$ cat src/rtl/fifo_rd_drain.sv
// Read-side drain stage behind the async FIFO: absorbs the pop latency in a 3-entry
// ring buffer and streams fixed-length packets. Optional checksum: FIFO_RD_DRAIN_CHKSUM_EN.
module fifo_rd_drain #(
    parameter int WIDTH   = 8,
    parameter int PKT_LEN = 4
) (
    input  logic             clk_i,
    input  logic             rst_n_i,
    input  logic [WIDTH-1:0] fifo_rdata_i,
    input  logic             fifo_empty_i,
    output logic             fifo_rd_en_o,
    input  logic             flush_i,
    output logic [WIDTH-1:0] m_data_o,
    output logic             m_valid_o,
    input  logic             m_ready_i,
    output logic             m_last_o,
    output logic [15:0]      pkt_cnt_o,
    output logic [WIDTH-1:0] chk_o,
    output logic             chk_valid_o
);
    localparam int                BEAT_W    = $clog2(PKT_LEN);
    localparam logic [BEAT_W-1:0] BEAT_LAST = BEAT_W'(PKT_LEN - 1);

    logic [1:0]        occ_q, occ_d;
    logic              inflight_q, inflight_d;
    logic [1:0]        wr_ptr_q, wr_ptr_d;
    logic [1:0]        rd_ptr_q, rd_ptr_d;
    logic [BEAT_W-1:0] beat_q, beat_d;
    logic [15:0]       pkt_cnt_q, pkt_cnt_d;
    logic [WIDTH-1:0]  mem_q [3];
    logic [WIDTH-1:0]  mem_d [3];

    logic [2:0] pending;
    logic       capture;
    logic       consume;
    logic       pkt_done;

    function automatic logic [1:0] ptr_inc(input logic [1:0] p);
        return (p == 2'd2) ? 2'd0 : p + 2'd1;
    endfunction

    // Pop decision looks only at registered state and the FIFO flag, never at m_ready_i.
    assign pending      = {1'b0, occ_q} + {2'b00, inflight_q};
    assign fifo_rd_en_o = rst_n_i && !fifo_empty_i && !flush_i && (pending < 3'd3);

    assign m_valid_o = (occ_q != 2'd0);
    assign m_data_o  = mem_q[rd_ptr_q];
    assign m_last_o  = m_valid_o && (beat_q == BEAT_LAST);
    assign pkt_cnt_o = pkt_cnt_q;

    assign capture  = inflight_q && !flush_i;
    assign consume  = m_valid_o && m_ready_i;
    assign pkt_done = consume && (beat_q == BEAT_LAST);

    // NOTE: every _d gets its hold value first so no path through this block infers a latch.
    always_comb begin
        occ_d      = occ_q;
        inflight_d = fifo_rd_en_o;
        wr_ptr_d   = wr_ptr_q;
        rd_ptr_d   = rd_ptr_q;
        beat_d     = beat_q;
        pkt_cnt_d  = pkt_cnt_q;
        mem_d      = mem_q;

        if (capture) begin
            mem_d[wr_ptr_q] = fifo_rdata_i;
            wr_ptr_d        = ptr_inc(wr_ptr_q);
        end
        if (consume) begin
            rd_ptr_d = ptr_inc(rd_ptr_q);
            beat_d   = pkt_done ? '0 : beat_q + BEAT_W'(1);
        end
        if (pkt_done) begin
            pkt_cnt_d = pkt_cnt_q + 16'd1;
        end

        case ({capture, consume})
            2'b10:   occ_d = occ_q + 2'd1;
            2'b01:   occ_d = occ_q - 2'd1;
            default: occ_d = occ_q;
        endcase

        // A completing handshake in the flush cycle still counts; everything else is dropped.
        if (flush_i) begin
            occ_d    = '0;
            wr_ptr_d = '0;
            rd_ptr_d = '0;
            beat_d   = '0;
        end
    end

    // NOTE: the buffer entries are reset as well so m_data_o reads 0 straight out of reset.
    always_ff @(posedge clk_i or negedge rst_n_i) begin
        if (!rst_n_i) begin
            occ_q      <= '0;
            inflight_q <= 1'b0;
            wr_ptr_q   <= '0;
            rd_ptr_q   <= '0;
            beat_q     <= '0;
            pkt_cnt_q  <= '0;
            for (int i = 0; i < 3; i++) mem_q[i] <= '0;
        end else begin
            // NOTE: non-blocking updates so every flop samples the pre-edge values.
            occ_q      <= occ_d;
            inflight_q <= inflight_d;
            wr_ptr_q   <= wr_ptr_d;
            rd_ptr_q   <= rd_ptr_d;
            beat_q     <= beat_d;
            pkt_cnt_q  <= pkt_cnt_d;
            mem_q      <= mem_d;
        end
    end

`ifdef FIFO_RD_DRAIN_CHKSUM_EN
    logic [WIDTH-1:0] acc_q, acc_d;
    logic [WIDTH-1:0] chk_q, chk_d;
    logic             chk_valid_q, chk_valid_d;

    always_comb begin
        acc_d       = acc_q;
        chk_d       = chk_q;
        chk_valid_d = 1'b0;
        if (consume) begin
            acc_d = pkt_done ? '0 : (acc_q ^ m_data_o);
        end
        if (pkt_done) begin
            chk_d       = acc_q ^ m_data_o;
            chk_valid_d = 1'b1;
        end
        if (flush_i) begin
            acc_d = '0;
        end
    end

    always_ff @(posedge clk_i or negedge rst_n_i) begin
        if (!rst_n_i) begin
            acc_q       <= '0;
            chk_q       <= '0;
            chk_valid_q <= 1'b0;
        end else begin
            acc_q       <= acc_d;
            chk_q       <= chk_d;
            chk_valid_q <= chk_valid_d;
        end
    end

    assign chk_o       = chk_q;
    assign chk_valid_o = chk_valid_q;
`else
    assign chk_o       = '0;
    assign chk_valid_o = 1'b0;
`endif

endmodule

$ cat config.mk
export PLATFORM = sky130hd
export DESIGN_NAME = fifo_rd_drain
export DESIGN_NICKNAME = d
export VERILOG_FILES = /design/src/rtl/fifo_rd_drain.sv
export SDC_FILE = /design/constraint.sdc
export NUM_CORES = 1
export LEC_CHECK = 0
export ABC_AREA = 1
export BUFFER_PORTS_ARGS = -buffer_cell sky130_fd_sc_hd__buf_2
export CAP_MARGIN = 20
export CORE_ASPECT_RATIO = 1.5
export CORE_MARGIN = 2
export CORE_UTILIZATION = 45
export CTS_BUF_LIST = sky130_fd_sc_hd__clkbuf_4
export DETAILED_ROUTE_END_ITERATION = 10
export PLACE_DENSITY = 0.67
export RECOVER_POWER = 50
export SLEW_MARGIN = 25
export SYNTH_ARGS = -nofsm -noshare
export SYNTH_HDL_FRONTEND = slang
export SYNTH_SLANG_ARGS = --single-unit
$ cat constraint.sdc
create_clock -name clk_i -period 3.26 [get_ports clk_i]
set_clock_uncertainty 0.2 [all_clocks]
set_input_delay 0.163 -clock clk_i [delete_from_list [all_inputs] [get_ports clk_i]]
set_output_delay 0.163 -clock clk_i [all_outputs]
set_load 0.01 [all_outputs]
==> impl_metrics.csv <==
group,metric,value,unit
outcome,status,"completed",
setup_path,ff2ff_setup_slack,1.38,ns
logic_synthesis,ys_top_cells_by_count,"nand2_1 (96), dfrtp_1 (49), inv_1 (33)",
route,ant_nets,0,
power,vdd_drop_max,0.0002084,V
clock_network,cts_tree,"yes",
clock_network,cts.clk_slew.worst_paths,0.13,ns
setup_path,max_stage_delay,0.48,ns
global_routing,track_usage,0.1842,
setup_path,cpLargestDelayFamily,"adder cells",
floorplan,io_pins,49,
layout,drive_above_1_share,0.1246,
timing,worst-slew-pin-transition,1.204,ns
timing,drv_slew,0,
setup_path,crit_buf_inv,1,
place,place_area,2699,um2
setup_path,crit_start,"occ_q[0]",
power,p_total,1.177,mW
logic_synthesis,yosysMostFrequentCell,"nand2_1",
route,drc,0,
timing,hold_viol,0,
setup_path,r2r-end,"pkt_cnt_o[7]",
logic_synthesis,yosys_most_used_dff,"dfrtp_1",
layout,area_growth,14.58,%
floorplan,chipWidth,64.61,um
power,p_leak,1.458,nW
route,drt_first_pass_iters,4,
route,drt_iter0_drc,121,
layout,utilization,0.5253,
logic_synthesis,syn_inst,297,
timing,period_needed,2.182,ns
logic_synthesis,synth_top_area_frac,0.4945,
logic_synthesis,ys_ff_latch,49,
logic_synthesis,yosys_warnings,0,
logic_synthesis,seq_area_frac_synth,0.4945,
timing,setup_violations,0,
setup_path,path_cells,"ha_1 -> ha_1 -> a211oi_1 -> buf_2",
logic_synthesis,synth_top_cell_by_area,"dfrtp_1",
timing,slew_headroom,0.1974,
setup_path,cp-end-kind,"primary output",
global_routing,grt_pass1_wl,8707,um
logic_synthesis,async_reset_ff_frac,1.000,
clock_network,cts_setup_buffers,0,
place,port_buffers,39,
logic_synthesis,synth.avg_cell_area,8.350,um2
logic_synthesis,syn_area,2480,um2
global_routing,antenna_found_initial,0,
min_path,hold_path.class,"reg2reg",
setup_path,cp_max_fo,7,
layout,fin_area,2841,um2
clock_network,clock-root-buffer,"clkbuf_4",
power,powerDensity,414.3,nW/um2
clock_network,clockBufferDepth,2,
global_routing,grt_max_degree,50,
floorplan,initial_core_util,0.4585,
place,place.gp.congestion,0.7749,
setup_path,crit_cells,4,
floorplan,rows,33,
layout,diodes,0,
global_routing,met1_usage,0.2146,
run,drv_cap,0,
logic_synthesis,synth_edf_count,0,
setup_path,cp.arrival,1.82,ns
setup_path,timing.rr.start,"occ_q[1]",
setup_path,required,2.90,ns
setup_path,crit_path_start_kind,"register",
route,viasPerCell,4.797,
global_routing,grt_overflow,0,
global_routing,grtUsageMet3,0.03218,
route,avgRoutedWirePerCell,11.91,um
floorplan,die_area,6133,um2
route,via_count,2029,
timing,rsz0062_at_grt,"false",
clock_network,clock_sinks,49,
logic_synthesis,ys_top_cells_by_area,"dfrtp_1 (49%), nand2_1 (15%), o21ai_0 (5.7%)",
global_routing,first_global_vias,1964,
min_path,whs_path_depth,2,
setup_path,crit_path_frequent_cell,"ha_1",
timing,final.setup.tns,0,ns
setup_path,worst_path_max_delay_cell,"dfrtp_1",
global_routing,grt-busiest-layer,"met2",
setup_path,critPathKind,"reg2out",
setup_path,crit_end,"fifo_rd_en_o",
global_routing,met2_usage,0.3307,
clock_network,cts_buffers,5,
timing,max_freq,0.4584,GHz
clock_network,clkLatencyLatePin,0.37,ns
layout,fin_nets,369,
setup_path,reg2reg_depth,7,
logic_synthesis,synthDistinctLibCells,25,
place,hpwlAfterDp,3662,um
timing,finalCritPeriodShare,0.6692,
floorplan,die_y,94.92,um
route,drt-total-wl,5037,um
floorplan,core_area,5409,um2
clock_network,htree_levels,2,
[worst min-delay path by stage]
stage                  from           end  slack, ns
2_1_floorplan       rst_n_i     beat_q[0]      -0.33
3_3_place_gp        rst_n_i     mem_q[14]       0.21
3_5_place_dp        rst_n_i  pkt_cnt_o[8]       0.21
4_1_cts            mem_q[8]      mem_q[8]       0.30
5_1_grt        pkt_cnt_o[4]  pkt_cnt_o[4]       0.33
6_report          mem_q[14]     mem_q[14]       0.30
[metal layers]
| metal | share of wire | routed length (um) |
|---|---|---|
| met5 | 0 | 0 |
| met4 | 0.020 | 102 |
| met3 | 0.032 | 162 |
| met2 | 0.51 | 2565 |
| met1 | 0.44 | 2206 |
[sequential cells by signal, indices dropped and copies added, names as in the netlist]
| signal | flops |
|---|---|
| beat_q | 2 |
| inflight_q | 1 |
| mem_q | 24 |
| occ_q | 2 |
| pkt_cnt_o | 16 |
| rd_ptr_q | 2 |
| wr_ptr_q | 2 |
[report_power, final]
part / internal [mW] / switching (mW)
clock: 0.0909 / 0.193
combinational: 0.0817 / 0.121
sequential: 0.658 / 0.0328
total: 0.831 / 0.346
[area by class of cell]
class	count	area (um2)
Clock inverter	2	10.01
Multi-Input combinational cell	209	1036
Timing Repair Buffer	52	305.3
Fill cell	536	2567
Sequential cell	49	1226
Inverter	35	131.4
Clock buffer	6	45.04
Tap cell	70	87.58
[kinds of logic after synthesis]
group	count (synthesis)	share of synthesized area
and+or+nand+nor	158	0.3022
xor gates and xnor gates	6	0.02119
adders and majority gates	4	0.02018
AOI/OAI and AO/OA	32	0.06660
buffers and inverters	47	0.09384
other	1	0.001512
DFF	49	0.4945
[metrics by stage]
step           instances  hold WS, ns  setup WS, ns
6_report             423       0.2989         1.078
5_1_grt              423       0.3266        0.9454
4_1_cts              423       0.3048         1.049
3_5_place_dp         403       0.2110         1.479
3_3_place_gp         403       0.2054         1.540
2_1_floorplan        305      -0.3326         1.589
[tightest hold or removal path, stage by stage (launching register included)]
cell     delay (ns)
dfrtp_1        0.37
nand2_1        0.05
o21ai_0        0.06
[placed cells by master, fill, tap and decap left out, types with 6 or more instances in the layout]
cell type / n
clkbuf_4: 6
nand4_1: 9
nand3_1: 23
buf_2: 27
nand2_1: 96
inv_1: 33
dlygate4sd3_1: 12
conb_1: 9
nor2_1: 19
dfrtp_1: 49
clkbuf_1: 12
o21ai_0: 28
[timing repair]
action                    CTS  global route
hold endpoints to repair   78             0
hold buffers               12             0
gates resized for setup     0             0
Power figures use the tool's default switching activity.
